## config.mk

```make
export PLATFORM = sky130hd
export DESIGN_NAME = insertion_sort_engine
export DESIGN_NICKNAME = d
export VERILOG_FILES = /design/src/rtl/insertion_sort_engine.sv
export SDC_FILE = /design/constraint.sdc
export NUM_CORES = 1
export LEC_CHECK = 0
export CAP_MARGIN = 10
export CORE_MARGIN = 2
export CORE_UTILIZATION = 28
export CTS_CLUSTER_SIZE = 25
export DETAILED_ROUTE_END_ITERATION = 8
export DONT_BUFFER_PORTS = 1
export RECOVER_POWER = 100
export SLEW_MARGIN = 20
export SYNTH_ARGS = -nofsm -noshare
export SYNTH_HDL_FRONTEND = slang
export SYNTH_SLANG_ARGS = --single-unit
```

## constraint.sdc

```tcl
create_clock -name clk -period 4 [get_ports clk]
set_input_delay 0.8 -clock clk [delete_from_list [all_inputs] [get_ports clk]]
set_output_delay 0.8 -clock clk [all_outputs]
set_load 0.05 [all_outputs]
```

## src/rtl/insertion_sort_engine.sv

```systemverilog
// In-place insertion sorter driving a word-addressed memory over split read/write
// valid/ready channels; one transaction outstanding at a time.
module insertion_sort_engine #(
  parameter int ADDR_WDTH = 4,
  parameter int DATA_WDTH = 32,
  parameter int RESP_WDTH = 2,
  parameter int OKAY_RESP = 0
) (
  input  logic                   clk,
  input  logic                   rst_n,
  input  logic                   start,
  input  logic [ADDR_WDTH-1:0]   base_addr,
  input  logic [ADDR_WDTH:0]     arr_size,
  input  logic                   descending,
  input  logic                   signed_cmp,
  output logic                   busy,
  output logic                   done,
  output logic                   error,
  output logic [2*ADDR_WDTH-1:0] move_count,
  output logic                   ar_valid,
  input  logic                   ar_ready,
  output logic [ADDR_WDTH-1:0]   ar_addr,
  input  logic                   r_valid,
  output logic                   r_ready,
  input  logic [DATA_WDTH-1:0]   r_data,
  input  logic [RESP_WDTH-1:0]   r_resp,
  output logic                   aw_valid,
  input  logic                   aw_ready,
  output logic [ADDR_WDTH-1:0]   aw_addr,
  output logic                   w_valid,
  input  logic                   w_ready,
  output logic [DATA_WDTH-1:0]   w_data,
  input  logic                   b_valid,
  output logic                   b_ready,
  input  logic [RESP_WDTH-1:0]   b_resp
);
  localparam int IW = ADDR_WDTH + 1;
  localparam logic [IW-1:0] MAX_LEN = {1'b1, {ADDR_WDTH{1'b0}}};

  typedef enum logic [3:0] {
    IDLE, OUTER_CHK, RD_KEY_A, RD_KEY_R, INNER_CHK, RD_CMP_A, RD_CMP_R, COMPARE,
    WR_SHIFT_AW, WR_SHIFT_B, DEC_J, WR_KEY_AW, WR_KEY_B, INC_I, DONE, ERR
  } state_t;

  state_t                  state_reg, state_next;
  logic                    armed_reg;
  logic [IW-1:0]           i_reg, n_reg;
  logic signed [IW-1:0]    j_reg;
  logic [ADDR_WDTH-1:0]    base_reg;
  logic                    desc_reg, sgn_reg, shifted_reg;
  logic [DATA_WDTH-1:0]    key_reg, cmp_reg;
  logic                    aw_done_reg, w_done_reg;
  logic [2*ADDR_WDTH-1:0]  move_count_reg;

  logic rd_addr_phase, rd_data_phase, wr_addr_phase, wr_resp_phase;
  logic ar_fire, r_fire, aw_fire, w_fire, b_fire, wr_accepted;
  logic r_ok, b_ok, in_order, start_take, idle_like;

  assign idle_like     = (state_reg == IDLE) || (state_reg == DONE) || (state_reg == ERR);
  assign start_take    = idle_like && start && armed_reg;
  assign rd_addr_phase = (state_reg == RD_KEY_A) || (state_reg == RD_CMP_A);
  assign rd_data_phase = (state_reg == RD_KEY_R) || (state_reg == RD_CMP_R);
  assign wr_addr_phase = (state_reg == WR_SHIFT_AW) || (state_reg == WR_KEY_AW);
  assign wr_resp_phase = (state_reg == WR_SHIFT_B) || (state_reg == WR_KEY_B);

  assign ar_valid = rd_addr_phase;
  assign r_ready  = rd_data_phase;
  assign aw_valid = wr_addr_phase && !aw_done_reg;
  assign w_valid  = wr_addr_phase && !w_done_reg;
  assign b_ready  = wr_resp_phase;
  assign ar_addr  = (state_reg == RD_KEY_A) ? base_reg + i_reg[ADDR_WDTH-1:0] :
                    (state_reg == RD_CMP_A) ? base_reg + j_reg[ADDR_WDTH-1:0] : '0;
  // Both shift and key writes target slot j+1.
  assign aw_addr  = wr_addr_phase ? base_reg + j_reg[ADDR_WDTH-1:0] + ADDR_WDTH'(1) : '0;
  assign w_data   = (state_reg == WR_KEY_AW)   ? key_reg :
                    (state_reg == WR_SHIFT_AW) ? cmp_reg : '0;

  assign busy       = !idle_like;
  assign done       = (state_reg == DONE);
  assign error      = (state_reg == ERR);
  assign move_count = move_count_reg;

  assign ar_fire     = ar_valid && ar_ready;
  assign r_fire      = r_ready && r_valid;
  assign aw_fire     = aw_valid && aw_ready;
  assign w_fire      = w_valid && w_ready;
  assign b_fire      = b_ready && b_valid;
  assign wr_accepted = (aw_done_reg || aw_fire) && (w_done_reg || w_fire);
  assign r_ok        = (r_resp == RESP_WDTH'(OKAY_RESP));
  assign b_ok        = (b_resp == RESP_WDTH'(OKAY_RESP));

  always_comb begin
    in_order = 1'b0;
    if (sgn_reg)
      in_order = desc_reg ? ($signed(cmp_reg) >= $signed(key_reg))
                          : ($signed(cmp_reg) <= $signed(key_reg));
    else
      in_order = desc_reg ? (cmp_reg >= key_reg) : (cmp_reg <= key_reg);
  end

  always_ff @(posedge clk or negedge rst_n) begin
    if (!rst_n) state_reg <= IDLE;
    else        state_reg <= state_next;
  end

  always_comb begin
    state_next = state_reg;
    case (state_reg)
      IDLE, DONE, ERR:
        if (start_take) state_next = (arr_size > MAX_LEN) ? ERR : OUTER_CHK;
      OUTER_CHK:   state_next = (i_reg < n_reg) ? RD_KEY_A : DONE;
      RD_KEY_A:    if (ar_fire) state_next = RD_KEY_R;
      RD_KEY_R:    if (r_fire) state_next = r_ok ? INNER_CHK : ERR;
      INNER_CHK: begin
        if (j_reg[IW-1]) state_next = shifted_reg ? WR_KEY_AW : INC_I;
        else             state_next = RD_CMP_A;
      end
      RD_CMP_A:    if (ar_fire) state_next = RD_CMP_R;
      RD_CMP_R:    if (r_fire) state_next = r_ok ? COMPARE : ERR;
      COMPARE: begin
        if (in_order) state_next = shifted_reg ? WR_KEY_AW : INC_I;
        else          state_next = WR_SHIFT_AW;
      end
      WR_SHIFT_AW: if (wr_accepted) state_next = WR_SHIFT_B;
      WR_SHIFT_B:  if (b_fire) state_next = b_ok ? DEC_J : ERR;
      DEC_J:       state_next = INNER_CHK;
      WR_KEY_AW:   if (wr_accepted) state_next = WR_KEY_B;
      WR_KEY_B:    if (b_fire) state_next = b_ok ? INC_I : ERR;
      INC_I:       state_next = OUTER_CHK;
      default:     state_next = IDLE;
    endcase
  end

  always_ff @(posedge clk or negedge rst_n) begin
    if (!rst_n) begin
      armed_reg      <= 1'b0;
      i_reg          <= '0;
      n_reg          <= '0;
      j_reg          <= '0;
      base_reg       <= '0;
      desc_reg       <= 1'b0;
      sgn_reg        <= 1'b0;
      shifted_reg    <= 1'b0;
      key_reg        <= '0;
      cmp_reg        <= '0;
      aw_done_reg    <= 1'b0;
      w_done_reg     <= 1'b0;
      move_count_reg <= '0;
    end else begin
      // Blocks a start that coincides with the first edge after reset release.
      armed_reg <= 1'b1;
      if (start_take) begin
        base_reg       <= base_addr;
        n_reg          <= arr_size;
        desc_reg       <= descending;
        sgn_reg        <= signed_cmp;
        i_reg          <= IW'(1);
        move_count_reg <= '0;
      end
      case (state_reg)
        RD_KEY_R: if (r_fire && r_ok) begin
          key_reg     <= r_data;
          j_reg       <= $signed(i_reg - IW'(1));
          shifted_reg <= 1'b0;
        end
        RD_CMP_R: if (r_fire && r_ok) cmp_reg <= r_data;
        WR_SHIFT_AW, WR_KEY_AW: begin
          if (wr_accepted) begin
            aw_done_reg <= 1'b0;
            w_done_reg  <= 1'b0;
          end else begin
            if (aw_fire) aw_done_reg <= 1'b1;
            if (w_fire)  w_done_reg  <= 1'b1;
          end
        end
        WR_SHIFT_B: if (b_fire && b_ok) begin
          move_count_reg <= move_count_reg + 1'b1;
          shifted_reg    <= 1'b1;
        end
        DEC_J:   j_reg <= j_reg - IW'(1);
        INC_I:   i_reg <= i_reg + IW'(1);
        default: ;
      endcase
    end
  end
endmodule

```

==> results by group, run 1 <==
Cells and area
  – Share of post-route cells with drive strength above 1: 0.151
  – Total Nets Final: ~700
  – Total inserted antenna cells: 0
  – Area added between synthesis and finish: 9.23%

STA
  – Max Clk Rate: 0.285 GHz
  – Hold slack: 0.136 ns
  – Max-Slew Margin vs Limit: -0.230
  – Endpoints failing hold: 0
  – Final TNS setup: 0 ns
  – Share of the clock period used by the worst path after layout: 0.878
  – Final Max Slew Viols: 9
  – Worst Tran Pin Value: 1.84 ns
  – Setup repair after global routing missed its margin: false
  – Final period demand of the worst path: between 3 and 4 ns
  – Final-report setup violation count: 0
  – Worst clock skew on the final layout: ~0.0086 ns

Logic synthesis
  – Dominant cell type by area after synthesis: sky130_fd_sc_hd__dfrtp_1
  – Proportion of synthesized flip-flops having asynchronous set or reset: 1.00
  – Number of flops mapped to enable cells by yosys: 0
  – Area contributors post-synth: sky130_fd_sc_hd__dfrtp_1 (42%), sky130_fd_sc_hd__mux2_2 (11%), sky130_fd_sc_hd__ha_1 (9.7%)
  – Post-synth top area share: 0.417
  – Number of register bits inferred by synthesis: a little over 100
  – Number of unique standard cell types used by synthesis: 61
  – Count of warnings emitted by yosys: 0
  – Synth Flop Type: sky130_fd_sc_hd__dfrtp_1
  – Post-Synthesis Mean Instance Area: between 10 and 15 um2
  – Mapped cell area: just over 6000 um2
  – Net count after synthesis: between 600 and 700
  – Share of synthesized area occupied by flip-flops and latches: 0.417
  – Cells after Synth: 594

Die
  – Placeable core area: between 20,000 and 25,000 um2
  – Die span in x: between 150 and 200 um
  – Die Footprint: between 20,000 and 25,000 um2
  – Total I/O pin count: between 100 and 150
  – Starting Density: 0.287
  – Die height: ~150 um
  – Standard-cell row count: between 50 and 60

Routing
  – Routed metal-1 wirelength: approximately 6600 um
  – DR DRC count: 0
  – Met3 Wirelength: between 900 and 1000 um
  – Amount of wire on met2 after detailed routing: between 7000 and 8000 um
  – Starting DRT DRC Count: around 300
  – Detailed Routing Iterations Pass 1: 4
  – Via total after detailed routing: 4,339
  – Detailed-route vias per instance: between 4 and 5
  – Residual antenna-violating net count after detailed routing: 0
  – Final wirelength: about 15,000 um
  – WL/cell: 17.0 um
  – Highest metal used: met4

GRT
  – Wire length of the first global-routing pass: 23,700 um
  – Final global-route overflow total: 0
  – Initial antenna violation count: 0
  – Via count of the first global-routing pass: roughly 4,500
  – Total global-route track usage: 0.135
  – Largest net degree at the start of global routing: around 100

Clock network
  – Clock tree from TritonCTS: yes
  – H-Tree Depth: 3
  – TritonCTS Buffers: 9
  – Root Driver: sky130_fd_sc_hd__clkbuf_16
  – Worst-case clock buffer depth: 2
  – Post-CTS resize count: 0
  – Skew-Pair Late Insertion Delay: between 0.3 and 0.4 ns
  – Post-CTS repair timing setup buffer count: 0
  – Clk pin slew, worst setup/hold paths: around 0.070 ns
  – CTS Sinks: 101
  – # hold bufs at CTS: 0

Status
  – Violated checks: max-capacitance violations, max-slew violations
  – Outcome: finished, violations left

Pwr
  – Pwr Density: 755 nW/um2
  – Static leakage: about 0.003 uW
  – Worst VDD drop: roughly 0.24 mV

Place
  – RD Place Congestion: about 0.85
  – DP HPWL: 11,100 um
  – Count of input and output buffers: 0

Critical path
  – R2R setup slack: about 0.64 ns
  – Worst path arrival time: about 2.7 ns
  – Required time worst endpoint: ~3.2 ns
  – Endpoint type of the worst setup path: output port
  – Worst R2R Path Depth: 7
  – Top fanout value on the critical path: 19
  – Reg2reg end: state_reg[1]
  – Critical setup path kind: reg -> out
  – Critical Path Source Type: flip-flop
  – Launch instance of the worst register-to-register path: state_reg[3]

Min path
  – Classification of the worst-slack hold path: in -> async

Run
  – Number of maximum-capacitance constraint violations: 2
[cell usage in the layout (no fill, tap or decap), drive strengths merged, types with 11 or more instances in the layout]
master,instances
a21oi,34
o21ai,38
a22o,32
nor3,11
ha,47
clkbuf,22
nand2,40
inv,57
dfrtp,101
nor2,34
nand4,15
mux2,70
[cell usage after synthesis, drive strengths merged (4+ instances only)]
cell,instances
mux2,70
xnor2,8
nand4,15
dfrtp,101
clkbuf,10
buf,15
nand2,40
nor3,11
a21oi,34
nor2,34
and2,4
xor2,10
a22oi,5
a22o,32
nand3,9
nor2b,6
ha,47
inv,54
o21ai,38
[routing by layer]
metal  up-vias  GRT usage
met3         8     0.0413
li1       2122          -
met5         -          0
met2       104      0.227
met1      2105      0.170
met4         0     0.0332
[power by group]
| part | total (uW) | internal (uW) | switching, uW |
|---|---|---|---|
| Sequential | 1800 | 1370 | 427 |
| Combinational | 2340 | 944 | 1400 |
| Clock | 859 | 433 | 426 |
[kinds of logic (layout without fill, tap and decap cells)]
family                   Yosys count  count (layout)  share of synthesized area
AO/OA/AOI/OAI                    137             137                      0.154
XOR/XNOR                          18              18                     0.0260
adder cells (fa/ha/maj)           50              50                      0.105
buffers and inverters             79              86                     0.0541
flip-flops                       101             101                      0.417
multiplexers                      72              72                      0.133
other                              1               1                   0.000619
AND/OR/NAND/NOR                  136             136                      0.110
[how the worst max path moves through the flow]
stage	startpoint	endpoint	slack [ns]
2_1_floorplan	j_reg[0]	aw_addr[3]	1.07
3_3_place_gp	state_reg[1]	w_data[15]	1.20
3_5_place_dp	r_resp[1]	key_reg[1]	1.17
4_1_cts	state_reg[1]	w_data[20]	0.78
5_1_grt	state_reg[1]	r_ready	0.37
6_report	state_reg[1]	r_ready	0.49
[critical path, cell delays in order, from the launching register on]
cell and delay (ns):
sky130_fd_sc_hd__dfrtp_1 0.71, sky130_fd_sc_hd__inv_1 0.28, sky130_fd_sc_hd__nor3_1 1.37
[per-stage QoR]
step / instances / power (uW) / setup slack [ns] / util / instance area (um2)
2_1_floorplan: 594 / 3640 / 1.07 / - / 6060
3_3_place_gp: 861 / 4210 / 1.20 / 0.304 / 6420
3_5_place_dp: 861 / 4230 / 1.17 / 0.304 / 6420
4_1_cts: 876 / 5120 / 0.776 / 0.317 / 6710
5_1_grt: 876 / 5430 / 0.374 / 0.313 / 6620
6_report: 876 / 5000 / 0.487 / 0.313 / 6620
[final cells by class]
type,instances,area [um2]
inverters,54,203
multi-input cells,414,3190
clock inverters,6,56.3
repair buffers,17,78.8
fillers,2209,14500
well taps,275,344
flip-flops and latches,101,2530
clock buffers,9,225
(Power assumes the default switching activity.)
==> run 2: changes to the inputs <==
--- a/config.mk
+++ b/config.mk
@@ -11,7 +11,6 @@
 export CTS_CLUSTER_SIZE = 25
 export DETAILED_ROUTE_END_ITERATION = 8
 export DONT_BUFFER_PORTS = 1
-export RECOVER_POWER = 100
 export SLEW_MARGIN = 20
 export SYNTH_ARGS = -nofsm -noshare
 export SYNTH_HDL_FRONTEND = slang
==> run 2 against run 1 <==
Effect of this change: the run now ends clean; die area unchanged; final area up 1.3%; power up 1.4%; hold slack about the same; via count up 0.32%; wire length about the same; fmax up 8.9%; critical path depth up 2; clock skew up 0.0015 ns; register-to-register slack better by 0.59 ns; combinational power up 3%; final cell count unchanged; critical endpoint is now w_data[20]; largest power group unchanged; highest routed layer unchanged.
==> results by group, run 2 (synthesized netlist as in run 1, its figures left out) <==
Pwr
  – Power share of the clock group: 0.170
  – Worst VDD drop: 0.242 mV
  – Pwr Density: 756 nW/um2
  – Switching Share: 0.449
  – Part of the power in combinational logic: 0.474
  – Total net switching power: between 2000 and 2500 uW
  – Static leakage: a little over 0.003 uW
  – Reg power frac: 0.356
  – Design internal power: between 2000 and 3000 uW

Die
  – Standard-cell row count: 53
  – Total I/O pin count: between 100 and 150
  – Placeable core area: 21,200 um2
  – Die span in x: 151 um
  – Die Footprint: around 23,000 um2
  – Starting Density: 0.287
  – Die height: 151 um

Cells and area
  – Share of post-route cells with drive strength above 1: 0.183
  – Total inserted antenna cells: 0
  – Post-route core utilization: 0.317
  – Final instance area: 6710 um2
  – Leading cell type in the layout, fill and taps excluded: sky130_fd_sc_hd__dfrtp_1
  – Area added between synthesis and finish: 10.7%
  – Multi-input gate area in the final layout: approximately 3200 um2
  – Final Instance Count excl. Fillers: around 880
  – Area taken by flip-flops and latches: 2530 um2
  – Total Nets Final: 701
  – Filler Cells Inserted: 2,185
  – Commonest cells after routing, fill and taps aside: sky130_fd_sc_hd__dfrtp_1 (101), sky130_fd_sc_hd__mux2_2 (61), sky130_fd_sc_hd__inv_1 (53), sky130_fd_sc_hd__ha_1 (47), sky130_fd_sc_hd__nand2_1 (40)

GRT
  – Wire length of the first global-routing pass: 23,700 um
  – Via count of the first global-routing pass: 4,451
  – Initial antenna violation count: 0
  – Largest net degree at the start of global routing: ~100
  – Met3 demand-to-capacity share in global routing: 0.0413
  – Met1 track demand over resource: 0.170
  – Total global-route track usage: 0.135
  – Grt met2 use: 0.227
  – Final global-route overflow total: 0
  – GR peak layer: met2

Critical path
  – Reg2reg end: state_reg[0]
  – Worst path arrival time: about 2.4 ns
  – Top fanout value on the critical path: 32
  – Critical setup path kind: reg -> out
  – Critical Path Source Type: flip-flop
  – Worst R2R Path Depth: 6
  – R2R setup slack: around 1.2 ns
  – Launch instance of the worst register-to-register path: state_reg[1]
  – Required time worst endpoint: 3.20 ns
  – Endpoint type of the worst setup path: output port

Min path
  – Classification of the worst-slack hold path: in -> async

Run
  – Number of maximum-capacitance constraint violations: 0

Clock network
  – H-Tree Depth: 3
  – Post-CTS repair timing setup buffer count: 0
  – Post-CTS resize count: 0
  – TritonCTS Buffers: 9
  – Root Driver: sky130_fd_sc_hd__clkbuf_16
  – CTS Sinks: between 100 and 150
  – # hold bufs at CTS: 0
  – Worst-case clock buffer depth: 2
  – Clk pin slew, worst setup/hold paths: 0.07 ns
  – Skew-Pair Late Insertion Delay: 0.36 ns
  – Clock tree from TritonCTS: yes

STA
  – Least setup slack across all paths after layout: about 0.77 ns
  – Final period demand of the worst path: around 3.2 ns
  – Max-Slew Margin vs Limit: 0.343
  – Final Max Slew Viols: 0
  – Max Clk Rate: 0.310 GHz
  – Endpoints failing hold: 0
  – Final-report setup violation count: 0
  – Final TNS setup: 0 ns
  – Worst clock skew on the final layout: approximately 0.010 ns
  – Share of the clock period used by the worst path after layout: 0.806
  – Setup repair after global routing missed its margin: false
  – Worst Tran Pin Value: about 0.98 ns

Place
  – RD Place Congestion: about 0.85
  – DP HPWL: 11,100 um
  – Count of input and output buffers: 0
  – Area after detailed placement: around 6400 um2
  – Cell count after placement: between 800 and 900
  – Worst setup timing slack at the placement stage: between 1 and 1.5 ns

Routing
  – Detailed Routing Iterations Pass 1: 4
  – DR DRC count: 0
  – WL/cell: between 15 and 20 um
  – Residual antenna-violating net count after detailed routing: 0
  – Final wirelength: 14,900 um
  – Via total after detailed routing: 4,353
  – Starting DRT DRC Count: roughly 310
  – Detailed-route vias per instance: a little under 5

Status
  – Outcome: completed
## run 2: cell count changes in the layout (fill, tap and decap cells not counted), moves of 2 or more
cell / delta
sky130_fd_sc_hd__buf_4: +13
sky130_fd_sc_hd__nor3_2: +2
sky130_fd_sc_hd__clkbuf_1: -13
sky130_fd_sc_hd__nor3_1: -2
## run 2: layer usage
layer | share of wire | vias to the layer above
li1 | - | 2124
met1 | 0.44 | 2106
met2 | 0.48 | 115
met3 | 0.071 | 8
met4 | 0.0098 | 0
met5 | 0 | -
## run 2: worst max-delay path by stage
stage,from,endpoint,slack (ns),cells past startpoint
2_1_floorplan,j_reg[0],aw_addr[3],1.07,7
6_report,state_reg[1],w_data[20],0.77,4
5_1_grt,state_reg[1],aw_addr[1],0.66,3
3_5_place_dp,r_resp[1],key_reg[1],1.17,4
3_3_place_gp,state_reg[1],w_data[15],1.20,4
4_1_cts,state_reg[1],w_data[20],0.78,4
## run 2: cell type report
cell class	count	area share
clock buffer	9	0.0336
clock inverter	6	0.00840
inverter	54	0.0302
multi-input combinational	414	0.481
sequential	101	0.377
tap	275	0.0513
timing repair buffer	17	0.0190
## run 2: critical path, cell delays in order (launching register included)
cell                      delay [ns]
sky130_fd_sc_hd__dfrtp_1        0.77
sky130_fd_sc_hd__nand2_1        0.26
sky130_fd_sc_hd__nor2_2         0.15
sky130_fd_sc_hd__buf_4          0.37
sky130_fd_sc_hd__a22o_1         0.52
## run 2: through the flow
step	hold slack [ns]	power [uW]
floorplan	0.473	3640
global placement	0.500	4210
detailed placement	0.502	4230
CTS	0.117	5120
global route	0.112	5500
finish	0.135	5070
## run 2: power groups by stage
stage,clock network [uW],registers (uW),logic [uW]
2_1_floorplan,0,1620,2020
3_3_place_gp,0,1830,2390
3_5_place_dp,0,1820,2400
4_1_cts,900,1800,2420
5_1_grt,930,1870,2690
6_report,860,1800,2410
==> run 3: changes to the inputs <==
==> constraint.sdc (replaced) <==
create_clock -name clk -period 2.6 [get_ports clk]
set_input_delay 0.52 -clock clk [delete_from_list [all_inputs] [get_ports clk]]
set_output_delay 0.52 -clock clk [all_outputs]
set_load 0.05 [all_outputs]
==> run 3 against run 2 <==
Effect of this change: the flow now finishes with violations (negative hold slack, negative setup slack); clock power rose by 65%; critical path depth rose by 4; utilization rose by 5.0 points; final cell count rose by 6.4%; combinational power rose by 91%; register-to-register slack got worse by 1.1 ns; critical path type unchanged.
==> results by group, run 3 (synthesized netlist as in run 1, its figures left out) <==
Status
  – Outcome: finished, violations left
  – Violated checks: negative hold slack, negative setup slack

Clock network
  – CTS Sinks: about 100
  – Worst-case clock buffer depth: 2
  – TritonCTS Buffers: 9
  – Clock tree from TritonCTS: yes
  – Skew-Pair Late Insertion Delay: 0.35 ns
  – H-Tree Depth: 3
  – Clk pin slew, worst setup/hold paths: 0.08 ns
  – Root Driver: sky130_fd_sc_hd__clkbuf_16

Cells and area
  – Total inserted antenna cells: 0
  – Share of post-route cells with drive strength above 1: 0.289
  – Post-route core utilization: 0.367
  – Commonest cells after routing, fill and taps aside: sky130_fd_sc_hd__dfrtp_1 (98), sky130_fd_sc_hd__mux2_2 (61), sky130_fd_sc_hd__inv_1 (50), sky130_fd_sc_hd__ha_1 (44), sky130_fd_sc_hd__nand2_1 (40)
  – Leading cell type in the layout, fill and taps excluded: sky130_fd_sc_hd__dfrtp_1
  – Area added between synthesis and finish: 28.1%
  – Multi-input gate area in the final layout: approximately 3300 um2
  – Filler Cells Inserted: roughly 2,100
  – Area taken by flip-flops and latches: 2530 um2
  – Total Nets Final: 756

Routing
  – DR DRC count: 0
  – Starting DRT DRC Count: between 200 and 300
  – Via total after detailed routing: roughly 4,600
  – Met3 Wirelength: roughly 1000 um
  – Final wirelength: 15,600 um
  – Residual antenna-violating net count after detailed routing: 0
  – Detailed-route vias per instance: a little under 5
  – WL/cell: about 17 um
  – Amount of wire on met2 after detailed routing: 7220 um
  – Routed metal-1 wirelength: 7150 um
  – Highest metal used: met4
  – Detailed Routing Iterations Pass 1: 4

Critical path
  – WP buf/inv: 3
  – Worst R2R Path Depth: 9
  – Worst path arrival time: between 2 and 2.5 ns
  – Cell-by-cell trace of the critical path: ha_2 > inv_2 > fa_2 > inv_2 > ha_4 > xnor2_1 > nor2_1 > buf_6
  – Most used cell along the critical path: sky130_fd_sc_hd__inv_2
  – R2R setup slack: about 0.13 ns
  – Endpoint type of the worst setup path: output port
  – Critical setup path kind: reg -> out
  – Dominant delay contributor by cell family on the critical path: adder cells
  – Reg2reg end: state_reg[0]
  – Top fanout value on the critical path: 3
  – Required time worst endpoint: approximately 2.1 ns
  – Critical Path Source Type: flip-flop
  – Crit path max-delay cell type: sky130_fd_sc_hd__fa_2
  – Launch instance of the worst register-to-register path: key_reg[1]
  – Max stage delay on crit path: ~0.52 ns

STA
  – Final-report setup violation count: 3
  – Worst clock skew on the final layout: 0.00954 ns
  – Hold slack: -0.146 ns
  – Worst Tran Pin Value: just over 0.6 ns
  – Max-Slew Margin vs Limit: 0.590
  – Endpoints failing hold: between 100 and 150
  – Max Clk Rate: roughly 0.38 GHz
  – Least setup slack across all paths after layout: -0.0411 ns
  – Final Max Slew Viols: 0
  – Setup repair after global routing missed its margin: true
  – Final period demand of the worst path: 2.64 ns
  – Share of the clock period used by the worst path after layout: 1.02

Pwr
  – Worst VDD drop: approximately 0.44 mV
  – Static leakage: 0.00351 uW
  – Pwr Density: approximately 1100 nW/um2

Die
  – Placeable core area: approximately 21,000 um2
  – Starting Density: 0.287
  – Total I/O pin count: roughly 110
  – Die span in x: 151 um
  – Die Footprint: 22,800 um2
  – Die height: between 150 and 200 um
  – Standard-cell row count: 53

Min path
  – Classification of the worst-slack hold path: in -> async

Place
  – DP HPWL: around 11,000 um
  – Worst setup timing slack at the placement stage: 0.149 ns
  – Count of input and output buffers: 0
  – RD Place Congestion: 0.811

GRT
  – Wire length of the first global-routing pass: between 20,000 and 25,000 um
  – Final global-route overflow total: 0
  – Initial antenna violation count: 0
  – Via count of the first global-routing pass: approximately 4,700
  – Total global-route track usage: 0.138
  – Largest net degree at the start of global routing: approximately 100

Run
  – Number of maximum-capacitance constraint violations: 0
-- run 3: layout make-up --
cell class                 instances  area share
clock inverter                     6     0.00983
tap                              275      0.0443
inverter                          54      0.0261
sequential                       101       0.326
timing repair buffer              72       0.135
multi-input combinational        414       0.428
clock buffer                      10      0.0295
-- run 3: routing by layer --
| metal | global-route usage | vias to the layer above |
|---|---|---|
| li1 | - | 2230 |
| met1 | 0.179 | 2233 |
| met2 | 0.226 | 99 |
| met3 | 0.0428 | 14 |
| met4 | 0.0318 | 0 |
| met5 | 0 | - |
-- run 3: worst register-to-register path, cell delays in order, from the launching register on --
cell and delay [ns]:
sky130_fd_sc_hd__dfrtp_1 0.37, sky130_fd_sc_hd__inv_1 0.06, sky130_fd_sc_hd__ha_1 0.30, sky130_fd_sc_hd__nor2b_1 0.14, sky130_fd_sc_hd__o211ai_1 0.16, sky130_fd_sc_hd__a21oi_1 0.08, sky130_fd_sc_hd__o41a_1 0.47, sky130_fd_sc_hd__or3_4 0.39
sky130_fd_sc_hd__a22oi_2 0.24, sky130_fd_sc_hd__o221ai_1 0.14
-- run 3: repair_timing --
item                       in CTS  in global routing
setup endpoints to repair      41                 44
pin swaps                      16                 14
resized for setup              19                 16
hold endpoints to repair      101                101
gates cloned                    0                  2
setup buffers                   3                  2
-- run 3: power by group --
part | internal, uW | switching [uW]
clock network | 767 | 650
registers | 2120 | 540
logic | 2070 | 2540
total | 4950 | 3730
-- run 3: metrics by stage --
stage                     instances  TNS [ns]  area [um2]  total power [uW]
after floorplan                 594         0        6070              5620
after global placement          909         0        7250              6770
after detailed placement        909         0        7250              6830
after CTS                       928    -0.279        7650              8530
after global routing            932    -0.500        7760              9360
final                           932   -0.0694        7760              8680
-- run 3: worst max-delay path by stage --
stage                   endpoint  cells past startpoint    startpoint
floorplan           state_reg[0]                      7  state_reg[0]
global placement      aw_addr[3]                      8      j_reg[0]
detailed placement  state_reg[1]                      9   key_reg[14]
CTS                   aw_addr[3]                      8   base_reg[0]
global route          aw_addr[2]                      8   base_reg[0]
finish                aw_addr[2]                      8   base_reg[0]
